--- config.mk ---
export PLATFORM = sky130hd
export DESIGN_NAME = fp_divider_flat
export DESIGN_NICKNAME = d
export VERILOG_FILES = /design/src/rtl/fp_divider_pkg.sv /design/src/rtl/fp_divider_if.sv /design/src/rtl/fp_divider_mant_divider.sv /design/src/rtl/fp_divider.sv /design/src/flat_wrapper.sv
export SDC_FILE = /design/constraint.sdc
export NUM_CORES = 1
export LEC_CHECK = 0
export ABC_AREA = 1
export CAP_MARGIN = 5
export CELL_PAD_IN_SITES_DETAIL_PLACEMENT = 2
export CELL_PAD_IN_SITES_GLOBAL_PLACEMENT = 2
export CORE_MARGIN = 2
export CORE_UTILIZATION = 36
export CTS_BUF_LIST = sky130_fd_sc_hd__clkbuf_16
export DETAILED_ROUTE_END_ITERATION = 10
export PLACE_DENSITY_LB_ADDON = 0.05
export RECOVER_POWER = 100
export SYNTH_ARGS = -nofsm -noshare
export SYNTH_HDL_FRONTEND = slang
export SYNTH_SLANG_ARGS = --single-unit
export TNS_END_PERCENT = 50
--- constraint.sdc ---
create_clock -name clk -period 13 [get_ports clk]
set_input_delay 2.6 -clock clk [delete_from_list [all_inputs] [get_ports clk]]
set_output_delay 2.6 -clock clk [all_outputs]
set_load 0.03 [all_outputs]
--- src/rtl/fp_divider_pkg.sv ---
// Shared definitions for the fp_divider slice: IEEE-754 constants, FSM states
// and field-extraction helpers.
package fp_divider_pkg;

    localparam int          FP_BIAS    = 127;
    localparam logic [7:0]  FP_EXP_MAX = 8'hFF;
    localparam logic [7:0]  FP_EXP_MIN = 8'h00;
    localparam logic [31:0] FP_INVALID = 32'hFFFF_FFFF;

    typedef enum logic [1:0] {
        ST_IDLE  = 2'd0,
        ST_DIV   = 2'd1,
        ST_ROUND = 2'd2,
        ST_FIN   = 2'd3
    } fp_state_e;

    function automatic logic fp_sign(input logic [31:0] x);
        return x[31];
    endfunction

    function automatic logic [7:0] fp_exp(input logic [31:0] x);
        return x[30:23];
    endfunction

    function automatic logic [22:0] fp_frac(input logic [31:0] x);
        return x[22:0];
    endfunction

    // Zero/denormal and inf/NaN exponents are not handled by the datapath.
    function automatic logic fp_is_special(input logic [31:0] x);
        return (fp_exp(x) == FP_EXP_MIN) || (fp_exp(x) == FP_EXP_MAX);
    endfunction

endpackage

--- src/rtl/fp_divider_if.sv ---
// Start/done operand interface shared by the fp_divider and its drivers.
interface fp_divider_if;
    logic        start;
    logic [31:0] a;
    logic [31:0] b;
    logic [31:0] c;
    logic        overflow;
    logic        done;
    logic        busy;

    modport master (output start, a, b, input c, overflow, done, busy);
    modport slave  (input start, a, b, output c, overflow, done, busy);
endinterface

--- src/rtl/fp_divider_mant_divider.sv ---
// Iterative radix-2 restoring significand divider, one quotient bit per step.
// With FP_DIV_STICKY_EN defined it also reports a nonzero final remainder.
module fp_mant_divider #(
    parameter int MANT_W = 24,
    parameter int QBITS  = 26
) (
    input  logic              clk,
    input  logic              reset,
    input  logic              load,
    input  logic              step,
    input  logic [MANT_W-1:0] dividend,
    input  logic [MANT_W-1:0] divisor,
    output logic [QBITS-1:0]  quotient,
`ifdef FP_DIV_STICKY_EN
    output logic              rem_nz,
`endif
    output logic              last
);
    localparam int CNT_W = $clog2(QBITS);

    logic [MANT_W:0]   rem_r;
    logic [MANT_W-1:0] div_r;
    logic [QBITS-1:0]  q_r;
    logic [CNT_W-1:0]  cnt_r;
    logic              ge_s;
    logic [MANT_W-1:0] diff_s;
    logic [MANT_W-1:0] keep_s;

    // Trial subtraction; a kept remainder is always below the divisor, so MANT_W bits suffice.
    always_comb begin
        ge_s   = (rem_r >= {1'b0, div_r});
        diff_s = rem_r[MANT_W-1:0] - div_r;
        if (ge_s) begin
            keep_s = diff_s;
        end else begin
            keep_s = rem_r[MANT_W-1:0];
        end
    end

    // Remainder, divisor, quotient and bit-counter registers.
    always_ff @(posedge clk or negedge reset) begin
        if (!reset) begin
            rem_r <= '0;
            div_r <= '0;
            q_r   <= '0;
            cnt_r <= '0;
        end else if (load) begin
            rem_r <= {1'b0, dividend};
            div_r <= divisor;
            q_r   <= '0;
            cnt_r <= CNT_W'(QBITS - 1);
        end else if (step) begin
            rem_r <= {keep_s, 1'b0};
            q_r   <= {q_r[QBITS-2:0], ge_s};
            cnt_r <= cnt_r - CNT_W'(1);
        end else begin
            rem_r <= rem_r;
        end
    end

    assign quotient = q_r;
    assign last     = (cnt_r == '0);
`ifdef FP_DIV_STICKY_EN
    assign rem_nz   = |rem_r;
`endif

endmodule

--- src/rtl/fp_divider.sv ---
// Sequential IEEE-754 single-precision divider with start/done handshake.
// FP_DIV_STICKY_EN selects round-to-nearest-even; otherwise round-half-up.
module fp_divider
    import fp_divider_pkg::*;
#(
    parameter int MANT_W = 24,
    parameter int QBITS  = 26
) (
    input logic         clk,
    input logic         reset,
    fp_divider_if.slave bus
);
    fp_state_e         state_r, state_nxt_s;
    logic              sign_r;
    logic [7:0]        ea_r, eb_r;
    logic [31:0]       res_r, c_r;
    logic              res_ovf_r, ovf_r, done_r, busy_r;
    logic              load_s, step_s, special_s, last_s;
    logic [QBITS-1:0]  q_s;
    logic [MANT_W-1:0] sig_pre_s;
    logic [MANT_W:0]   sum_s;
    logic [MANT_W-2:0] frac_s;
    logic              rnd_s, inc_s, round_ovf_s;
    logic signed [9:0] adj_pre_s, adj_s, exp_s;
    logic [31:0]       round_c_s;
`ifdef FP_DIV_STICKY_EN
    logic              rem_nz_s, sticky_s;
`endif

    assign special_s = fp_is_special(bus.a) | fp_is_special(bus.b);

    fp_mant_divider #(.MANT_W(MANT_W), .QBITS(QBITS)) u_core (
        .clk      (clk),
        .reset    (reset),
        .load     (load_s),
        .step     (step_s),
        .dividend ({1'b1, fp_frac(bus.a)}),
        .divisor  ({1'b1, fp_frac(bus.b)}),
        .quotient (q_s),
`ifdef FP_DIV_STICKY_EN
        .rem_nz   (rem_nz_s),
`endif
        .last     (last_s)
    );

    // Next-state and core control.
    always_comb begin
        state_nxt_s = state_r;
        load_s      = 1'b0;
        step_s      = 1'b0;
        case (state_r)
            ST_IDLE: begin
                if (bus.start && special_s) begin
                    state_nxt_s = ST_FIN;
                end else if (bus.start) begin
                    state_nxt_s = ST_DIV;
                    load_s      = 1'b1;
                end else begin
                    state_nxt_s = ST_IDLE;
                end
            end
            ST_DIV: begin
                step_s = 1'b1;
                if (last_s) begin
                    state_nxt_s = ST_ROUND;
                end else begin
                    state_nxt_s = ST_DIV;
                end
            end
            ST_ROUND: state_nxt_s = ST_FIN;
            ST_FIN:   state_nxt_s = ST_IDLE;
            default:  state_nxt_s = ST_IDLE;
        endcase
    end

    // Normalise, round and form the exponent from the finished quotient.
    always_comb begin
        if (q_s[QBITS-1]) begin
            sig_pre_s = q_s[QBITS-1 -: MANT_W];
            rnd_s     = q_s[QBITS-1-MANT_W];
            adj_pre_s = 10'sd0;
        end else begin
            sig_pre_s = q_s[QBITS-2 -: MANT_W];
            rnd_s     = q_s[QBITS-2-MANT_W];
            adj_pre_s = -10'sd1;
        end
`ifdef FP_DIV_STICKY_EN
        if (q_s[QBITS-1]) begin
            sticky_s = rem_nz_s | q_s[0];
        end else begin
            sticky_s = rem_nz_s;
        end
        inc_s = rnd_s & (sticky_s | sig_pre_s[0]);
`else
        inc_s = rnd_s;
`endif
        sum_s = {1'b0, sig_pre_s} + {{MANT_W{1'b0}}, inc_s};
        if (sum_s[MANT_W]) begin
            frac_s = sum_s[MANT_W-1:1];
            adj_s  = adj_pre_s + 10'sd1;
        end else begin
            frac_s = sum_s[MANT_W-2:0];
            adj_s  = adj_pre_s;
        end
        exp_s = $signed({2'b00, ea_r}) - $signed({2'b00, eb_r})
              + $signed(10'(FP_BIAS)) + adj_s;
        if ((exp_s <= 10'sd0) || (exp_s >= 10'sd255)) begin
            round_c_s   = FP_INVALID;
            round_ovf_s = 1'b1;
        end else begin
            round_c_s   = {sign_r, exp_s[7:0], frac_s};
            round_ovf_s = 1'b0;
        end
    end

    // State, operand fields, staged result and registered outputs.
    always_ff @(posedge clk or negedge reset) begin
        if (!reset) begin
            state_r   <= ST_IDLE;
            sign_r    <= 1'b0;
            ea_r      <= 8'h00;
            eb_r      <= 8'h00;
            res_r     <= 32'h0000_0000;
            res_ovf_r <= 1'b0;
            c_r       <= 32'h0000_0000;
            ovf_r     <= 1'b0;
            done_r    <= 1'b0;
            busy_r    <= 1'b0;
        end else begin
            state_r <= state_nxt_s;
            busy_r  <= (state_nxt_s != ST_IDLE);
            case (state_r)
                ST_IDLE: begin
                    done_r <= 1'b0;
                    if (bus.start) begin
                        sign_r    <= fp_sign(bus.a) ^ fp_sign(bus.b);
                        ea_r      <= fp_exp(bus.a);
                        eb_r      <= fp_exp(bus.b);
                        res_r     <= FP_INVALID;
                        res_ovf_r <= 1'b1;
                    end else begin
                        res_r     <= res_r;
                    end
                end
                ST_ROUND: begin
                    done_r    <= 1'b0;
                    res_r     <= round_c_s;
                    res_ovf_r <= round_ovf_s;
                end
                ST_FIN: begin
                    done_r <= 1'b1;
                    c_r    <= res_r;
                    ovf_r  <= res_ovf_r;
                end
                default: done_r <= 1'b0;
            endcase
        end
    end

    assign bus.c        = c_r;
    assign bus.overflow = ovf_r;
    assign bus.done     = done_r;
    assign bus.busy     = busy_r;

endmodule

--- src/flat_wrapper.sv ---
// flat-port wrapper written by rule: the top's interface ports become plain ports
module fp_divider_flat import fp_divider_pkg::*;
#(
    parameter int MANT_W = 24,
    parameter int QBITS  = 26
)
  (clk, reset, bus_start, bus_a, bus_b, bus_c, bus_overflow, bus_done, bus_busy);
  fp_divider_if bus_i ();
  input logic clk;
  input logic reset;
  input wire logic [$bits(bus_i.start)-1:0] bus_start;
  input wire logic [$bits(bus_i.a)-1:0] bus_a;
  input wire logic [$bits(bus_i.b)-1:0] bus_b;
  output wire logic [$bits(bus_i.c)-1:0] bus_c;
  output wire logic [$bits(bus_i.overflow)-1:0] bus_overflow;
  output wire logic [$bits(bus_i.done)-1:0] bus_done;
  output wire logic [$bits(bus_i.busy)-1:0] bus_busy;
  assign bus_i.start = bus_start;
  assign bus_i.a = bus_a;
  assign bus_i.b = bus_b;
  assign bus_c = bus_i.c;
  assign bus_overflow = bus_i.overflow;
  assign bus_done = bus_i.done;
  assign bus_busy = bus_i.busy;
  fp_divider #(.MANT_W(MANT_W), .QBITS(QBITS)) u_core (.clk(clk), .reset(reset), .bus(bus_i));
endmodule
### After elaboration in Yosys (flattened, before gate mapping)

Index checks and enable logic that the tools add are counted.

* $add $sub $neg: 7
* $lt $le $gt $ge: 3
* equality and inequality tests: 6
* multiplexer cells: 27
* bitwise operators: 2
* reduce and logical (&&, ||, !) cells: 13

Operators with widths (number)
* two-way mux 32 bit: 2
* case mux 32 bit (2 select lines): 1
* two-way mux 26 bit: 2
* two-way mux 25 bit: 2
* two-way mux 24 bit: 2
* adder 24 x 1 -> 25 bit: 1
* >= comparator 25 x 24 -> 1 bit: 1
* subtractor 24 bit: 1
* two-way mux 23 bit: 1
* two-way mux 10 bit: 2
* == test 8 bit, second input constant: 2
* zero test 8 bit: 2
* adder 10 bit: 1
* adder 10 x 2 -> 10 bit, second input constant: 1
* adder 10 x 8 -> 10 bit, second input constant: 1
* >= comparator 10 x 9 -> 1 bit, second input constant: 1
* less-or-equal comparator 10 x 1 -> 1 bit, second input constant: 1
* two-way mux 5 bit: 2
* two-way mux 1 bit: 9
* subtractor 8 x 8 -> 9 bit: 1
* case mux 2 bit (4 select lines): 1
* nonzero test 2 bit: 3
* zero test 5 bit: 1
* subtractor 5 x 1 -> 5 bit, second input constant: 1
* other kinds (11): 16

* bits in registers: 167
* bits of input ports: 67
* output and inout port bits: 35
* logic and storage cells: 72

### Logic depth before layout (Yosys ltp)

Gate-level depths: netlist (run 1).

* depth after elaboration: 8
* gate-level depth with buffers: 30
* depth with buffers taken out: 28

### Cells and area by module

A second synthesis (run 1) with hierarchy kept.

* cell total of the unflattened synthesis: 1506
* area, all modules: 10936.7 µm²

Modules (own cells, without submodules)
* fp_divider: times used 1, cells each 812, area an instance 5840.6 µm², seq. area each 2177.1 µm²
* fp_mant_divider: times used 1, cells each 694, area an instance 5096.1 µm², seq. area each 2001.9 µm²

### Worst setup path after synthesis (run 1)

No wires, ideal clock.

* path kind: register to register
* start: register u_core.u_core.q_r[25] (netlist: u_core.u_core.quotient[25])
* end: register u_core.res_r[24]
* library setup time: 0.139 ns
* arrival: 4.316 ns
* setup slack: 8.545 ns
* cell stages (with the launch flop): 26
* path buffers: 3
* cells stage by stage: dfrtp_1 buf_4 buf_4 o21ai_0 ha_1 ha_1 nand2_1 nor2_1 nand2_1 nor2_1 nand3_1 ha_1 inv_1 ha_1 inv_1 ha_1 fa_1 nand3_1 nand3_1 nand2_1 nand2_1 nand2_1 nand3_1 nor2_1 buf_2 a22oi_1

* word-level cells in the longest chain between the ends: 8
* elaborated cells on any way between the ends: 12

RTL lines
* start: declaration: RTL line fp_divider_mant_divider.sv:23 `logic [QBITS-1:0] q_r;`
* start signal: assignment: RTL line fp_divider_mant_divider.sv:54 `q_r <= {q_r[QBITS-2:0], ge_s};`
* two-way mux 24 bit (tied with other cells): RTL line fp_divider.sv:78 `if (q_s[QBITS-1]) begin`
* adder 24 x 1 -> 25 bit / adder 10 x 2 -> 10 bit (equally long branches): RTL line fp_divider.sv:97, fp_divider.sv:100
* two-way mux 10 bit (*): RTL line fp_divider.sv:98 `if (sum_s[MANT_W]) begin`
* adder 10 bit (*): RTL line fp_divider.sv:106 `+ $signed(10'(FP_BIAS)) + adj_s;`
* less-or-equal comparator 10 x 1 -> 1 bit / >= comparator 10 x 9 -> 1 bit (equally long branches): RTL line fp_divider.sv:107 `if ((exp_s <= 10'sd0) || (exp_s >= 10'sd255)) begin`
* logical OR 1 bit: RTL line fp_divider.sv:107
* two-way mux 32 bit (*): RTL line fp_divider.sv:107
* case mux 32 bit (2 select lines) (*): RTL line fp_divider.sv:132 `case (state_r)`
* end signal: assignment: RTL line fp_divider.sv:142 `res_r <= res_r;`
* end signal: assignment: RTL line fp_divider.sv:147 `res_r <= round_c_s;`
* end: declaration: RTL line fp_divider.sv:16 `logic [31:0] res_r, c_r;`

Mark *: on every way between the ends. The rest lies on a longest branch, timed or not.
A chain may end at the register's enable or synchronous reset.

==> results of run 1 <==
flip-flops by register name, summed over array words and instances, names as in the netlist:
name	count
u_core.bus.busy	1
u_core.bus.c	32
u_core.bus.done	1
u_core.bus.overflow	1
u_core.ea_r	8
u_core.eb_r	8
u_core.res_ovf_r	1
u_core.res_r	32
u_core.sign_r	1
u_core.state_r	2
u_core.u_core.cnt_r	5
u_core.u_core.div_r	24
u_core.u_core.quotient	26
u_core.u_core.rem_r	25
cell usage in the layout (no fill, tap or decap), types with 11 or more instances in the layout:
cell type,n
clkdlybuf4s50_1,63
a21oi_1,42
nand4_1,31
dlygate4sd3_1,37
ha_1,52
nor2_1,119
a22oi_1,11
nand3_1,83
o21ai_0,98
o21ai_1,11
xor2_1,17
clkbuf_16,17
clkbuf_1,11
xnor2_1,16
o21bai_1,16
dfrtp_1,167
inv_1,213
o22ai_1,26
nand2_1,455
metal layers:
layer	vias to the layer above	GRT usage, %
li1	4818	-
met3	29	2.97
met1	4886	29.5
met4	0	7.19
met2	90	42.2
met5	-	0
stage by stage:
step / utilization, % / instance area [sq um]
floorplan: - / 10500
global placement: 41.3 / 11900
detailed placement: 41.3 / 11900
CTS: 43.4 / 12400
global route: 43.2 / 12400
finish: 43.2 / 12400
cell type report:
type | instances | area, sq um
Fill cell | 3453 | 16300
Antenna cell | 1 | 2.50
Clock buffer | 17 | 425
Tap cell | 384 | 480
Multi-Input combinational cell | 1031 | 5250
Clock inverter | 15 | 160
Timing Repair Buffer | 114 | 1060
Inverter | 222 | 833
Sequential cell | 167 | 4180
worst min-delay path by stage:
stage	end	slack, ns	startpoint
after floorplan	u_core.u_core.div_r[23]	0.43	u_core.u_core.div_r[23]
after global placement	u_core.u_core.div_r[23]	0.44	u_core.u_core.div_r[23]
after detailed placement	u_core.u_core.div_r[23]	0.46	u_core.u_core.div_r[23]
after CTS	u_core.u_core.div_r[23]	0.48	u_core.u_core.div_r[23]
after global routing	u_core.u_core.div_r[23]	0.50	u_core.u_core.div_r[23]
final	u_core.u_core.div_r[23]	0.47	u_core.u_core.div_r[23]
worst min-delay path: stages, from the launching register on:
cell     delay, ns
dfrtp_1       0.33
inv_1         0.05
nand2_1       0.06
synthesized netlist by cell type, types with 2 or more instances:
cell type | n | area share [%]
nand2_1 | 455 | 16
inv_1 | 213 | 7.6
dfrtp_1 | 167 | 40
nor2_1 | 119 | 4.3
o21ai_0 | 97 | 4.6
nand3_1 | 83 | 4.0
ha_1 | 52 | 6.2
a21oi_1 | 42 | 2.0
nand4_1 | 31 | 1.9
clkbuf_1 | 27 | 0.97
o22ai_1 | 26 | 1.6
xor2_1 | 17 | 1.4
o21bai_1 | 16 | 1.1
xnor2_1 | 16 | 1.3
a22oi_1 | 11 | 0.79
o21ai_1 | 11 | 0.53
buf_2 | 10 | 0.48
or2_2 | 10 | 0.60
inv_2 | 8 | 0.29
nor3_1 | 8 | 0.38
nand3b_1 | 7 | 0.50
o21ai_2 | 7 | 0.59
o21a_1 | 4 | 0.29
buf_4 | 3 | 0.22
fa_1 | 3 | 0.57
nor2_2 | 3 | 0.18
buf_6 | 2 | 0.22
nand2_2 | 2 | 0.12
nor2_4 | 2 | 0.22
nor4_1 | 2 | 0.12
cells by family (layout without fill, tap and decap cells):
logic type / count (synthesis) / count (layout) / synth area share [%]
AOI/OAI and AO/OA: 217 / 217 / 11.8
xor gates and xnor gates: 33 / 33 / 2.76
adders and majority gates: 55 / 55 / 6.79
buffers and inverters: 265 / 368 / 9.87
DFF: 167 / 167 / 39.9
other: 0 / 1 / 0
and+or+nand+nor: 726 / 726 / 28.9
==> results.py, run 1 <==
metrics = {
    "worst_setup_path": {
        "cp_num_cells": 2,
        "crit_slowest_cell": "clkbuf_1",
        "setup.worst_path.end": "u_core.u_core.div_r[11]",
        "crit_required_ns": 12.74,
        "path_cells": "clkbuf_1, clkbuf_1",
        "critPathCaptureType": "async pin",
        "cp_num_buf_inv": 2,
        "r2r_end": "u_core.res_r[18]",
        "cpPeakStageDelay_ns": 2.65,
        "crit_family": "buffers and inverters",
        "worstPathArrival_ns": 7.09,
        "worstSetupStartpoint": "reset",
        "r2r_start": "u_core.u_core.quotient[25]",
        "path_common_cell": "clkbuf_1",
        "crit_type": "in2async",
        "critPathLaunchType": "input pin",
        "reg2reg_depth": 27,
        "path_max_fanout": 65,
        "r2r_slack_ns": 6.38,
    },
    "synthesis": {
        "syn-num-nets": 1585,
        "synth_ff_type": "dfrtp_1",
        "synth.avg_cell_area_sq_um": 7.15,
        "async_flop_share_pct": 100,
        "yosys_register_bits": 167,
        "synth_warnings": 0,
        "syn_area_sq_um": 10500,
        "synth_edf_count": 0,
        "netlist_instances": 1463,
        "yosysSeqAreaShare_pct": 39.9,
        "synth_cell_types": 39,
    },
    "sta": {
        "finalWorstSetupSlack_ns": 5.66,
        "whs_ns": 0.473,
        "setup_violations": 0,
        "slew_headroom_pct": -141,
        "clock.fmax_mhz": 136,
        "rsz0062_at_grt": "false",
        "clock_skew_ns": 0.0105,
        "maxSlewViolCount": 358,
        "final.min_clock_period_ns": 7.34,
        "tightest_slew_ns": 3.61,
        "hold_viol_final": 0,
        "setup_tns_ns": 0,
        "timing.final.crit_share_pct": 56.5,
    },
    "die": {
        "core_area_sq_um": 28700,
        "row_count": 62,
        "die_area_sq_um": 30500,
        "dieWidth_um": 175,
        "die_y_um": 175,
        "initial_core_util_pct": 36.5,
        "io_pins": 102,
    },
    "cts": {
        "clk_latency_ns": 0.46,
        "clockBufferDepth": 2,
        "cts_sinks": 167,
        "postCtsSetupBuffers": 0,
        "h-tree-depth": 4,
        "holdBufCountCts": 0,
        "clkTransAtPathRegs_ns": 0.07,
        "cts_root_buffer": "clkbuf_16",
        "postCtsResizedCells": 0,
        "cts-buffers-inserted": 17,
        "tritoncts": "done",
    },
    "final_layout": {
        "synthToLayoutAreaGrowth_pct": 18.4,
        "drive_above_1_share_pct": 4.41,
        "final_cells": 1951,
        "final_net_count": 1675,
    },
    "grt": {
        "grt_usage_pct": 23.5,
        "grt_pass1_wl_um": 57000,
        "gr-total-overflow": 0,
        "grt_max_degree": 66,
        "grt_pass1_vias": 10900,
        "antenna_found_initial": 1,
    },
    "route": {
        "wire_per_inst_um": 17.4,
        "drc": 0,
        "top_layer": "met4",
        "met1_length_um": 15500,
        "drt-initial-drc-count": 467,
        "dr.pass1.iters": 4,
        "route.met3.wl_um": 554,
        "postRouteAntennaNets": 0,
        "detail_route.vias_per_cell": 5.03,
        "met2_length_um": 17300,
        "wl_um": 33900,
        "vias": 9823,
    },
    "hold_path": {
        "hp-class": "reg2reg",
        "worst_hold_path.num_cells": 2,
    },
    "place": {
        "pre_cts_ws_ns": 7.29,
        "place.port_buffers": 101,
        "dpl.hpwl_um": 26200,
        "routabilityCongestion": 0.856,
        "place_inst": 1918,
    },
    "job": {
        "cap_violations": 7,
    },
    "status": {
        "violations": "capacitance limit, slew limit",
        "status": "finished with violations",
    },
}
Power of run 1 is left out: the tool's default activity adds up to more than one toggle a clock period on the data nets, which glitch-free logic cannot reach.
==> inputs of run 2 (changes only) <==
--- a/config.mk
+++ b/config.mk
@@ -10,7 +10,7 @@
 export CELL_PAD_IN_SITES_DETAIL_PLACEMENT = 2
 export CELL_PAD_IN_SITES_GLOBAL_PLACEMENT = 2
 export CORE_MARGIN = 2
-export CORE_UTILIZATION = 36
+export CORE_UTILIZATION = 30
 export CTS_BUF_LIST = sky130_fd_sc_hd__clkbuf_16
 export DETAILED_ROUTE_END_ITERATION = 10
 export PLACE_DENSITY_LB_ADDON = 0.05
==> constraint.sdc (replaced) <==
create_clock -name clk -period 6.2 [get_ports clk]
set_input_delay 1.24 -clock clk [delete_from_list [all_inputs] [get_ports clk]]
set_output_delay 1.24 -clock clk [all_outputs]
set_load 0.03 [all_outputs]
==> results.py, run 2 (synthesis results as in run 1) <==
metrics = {
    "final_layout": {
        "final_net_count": 1679,
        "final_cells": 2025,
        "drive_above_1_share_pct": 4.78,
        "synthToLayoutAreaGrowth_pct": 19.9,
        "layout_common_cells": "455 x nand2_1, 214 x inv_1, 167 x dfrtp_1, 119 x nor2_1, 98 x o21ai_0",
        "fillers": 4097,
        "layout_commonest_cell": "nand2_1",
        "antenna_cells": 0,
    },
    "hold_path": {
        "worst_hold_path.num_cells": 2,
        "hp-class": "reg2reg",
    },
    "cts": {
        "cts_sinks": 167,
        "cts-buffers-inserted": 17,
        "clkTransAtPathRegs_ns": 0.08,
        "h-tree-depth": 4,
        "postCtsResizedCells": 0,
        "clk_latency_ns": 0.45,
        "holdBufCountCts": 0,
        "tritoncts": "done",
        "cts_root_buffer": "clkbuf_16",
        "clockBufferDepth": 2,
        "postCtsSetupBuffers": 0,
    },
    "sta": {
        "finalWorstSetupSlack_ns": 1.19,
        "slew_headroom_pct": -98.3,
        "maxSlewViolCount": 237,
        "setup_tns_ns": 0,
        "tightest_slew_ns": 2.97,
        "final.min_clock_period_ns": 5.01,
        "timing.final.crit_share_pct": 80.9,
        "clock.fmax_mhz": 199,
        "hold_viol_final": 0,
        "setup_violations": 0,
        "whs_ns": 0.463,
        "rsz0062_at_grt": "false",
        "clock_skew_ns": 0.00994,
    },
    "place": {
        "dpl.hpwl_um": 27000,
        "pre_cts_ws_ns": 1.25,
        "routabilityCongestion": 0.824,
        "place_inst": 1993,
        "place.port_buffers": 101,
    },
    "worst_setup_path": {
        "path_max_fanout": 45,
        "crit_required_ns": 6.55,
        "reg2reg_depth": 24,
        "crit_type": "reg2reg",
        "critPathLaunchType": "flop",
        "worstPathArrival_ns": 5.36,
        "critPathCaptureType": "flop",
    },
    "die": {
        "initial_core_util_pct": 30.4,
        "die_y_um": 191,
        "die_area_sq_um": 36400,
        "row_count": 68,
        "io_pins": 102,
        "dieWidth_um": 191,
        "core_area_sq_um": 34500,
    },
    "route": {
        "wire_per_inst_um": 17.0,
        "detail_route.vias_per_cell": 4.83,
        "drt-initial-drc-count": 313,
        "drc": 0,
        "vias": 9773,
        "dr.pass1.iters": 4,
        "postRouteAntennaNets": 0,
        "wl_um": 34500,
    },
    "status": {
        "status": "finished with violations",
        "violations": "capacitance limit, slew limit",
    },
    "grt": {
        "gr-total-overflow": 0,
        "grt_max_degree": 61,
        "grt_pass1_wl_um": 56900,
        "antenna_found_initial": 0,
        "grt_pass1_vias": 10400,
        "grt_usage_pct": 19.9,
    },
    "job": {
        "cap_violations": 5,
    },
}
[run 2: routing by layer]
layer  vias to the layer above  wire length (um)  GRT usage (%)
li1                       4827                 -              -
met5                         -                 0              0
met4                         0               472           4.47
met3                        20               754           3.26
met2                       102             16800           34.1
met1                      4824             16500           26.2
[run 2: critical path: stages (launching register included)]
cell	delay, ns
dfrtp_1	0.44
buf_4	0.42
nand2_1	0.09
o21ai_0	0.17
ha_1	0.34
nand2_1	0.11
nor2_1	0.25
nand2_1	0.15
nor2_1	0.15
nand3_1	0.21
ha_1	0.26
inv_1	0.17
ha_1	0.26
inv_1	0.06
ha_1	0.21
fa_1	0.47
nand3b_1	0.19
nor2_1	0.13
nand3_1	0.09
nor2_1	0.13
nand3_1	0.11
nand3_1	0.09
nor2_1	0.04
buf_4	0.20
a22oi_1	0.17
[run 2: path summary, 6_finish.rpt]
check / from / slack [ns] / end
max in group asynchronous: reset / 1.62 / u_core.u_core.div_r[7]
worst min-delay path: u_core.u_core.div_r[23] / 0.46 / u_core.u_core.div_r[23]
worst min register to register: u_core.u_core.div_r[23] / 0.46 / u_core.u_core.div_r[23]
worst max register to register: u_core.u_core.quotient[25] / 1.19 / u_core.res_r[28]
worst max-delay path: u_core.u_core.quotient[25] / 1.19 / u_core.res_r[28]
min in group asynchronous: reset / 1.76 / u_core.bus.c[0]
[run 2: cell type report]
cell class                      instances  area [sq um]  area share, %
Inverter                              222           833           6.64
Tap cell                              455           569           4.53
Clock inverter                         15           204           1.62
Sequential cell                       167          4180           33.3
Clock buffer                           17           425           3.39
Timing Repair Buffer                  118          1100           8.74
Multi-Input combinational cell       1031          5250           41.8
[run 2: metrics by stage]
stage	utilization, %	cell area, sq um
2_1_floorplan	-	10500
3_3_place_gp	34.8	12000
3_5_place_dp	34.8	12000
4_1_cts	36.6	12600
5_1_grt	36.4	12600
6_report	36.4	12600
Power of run 2 is left out for the same reason.
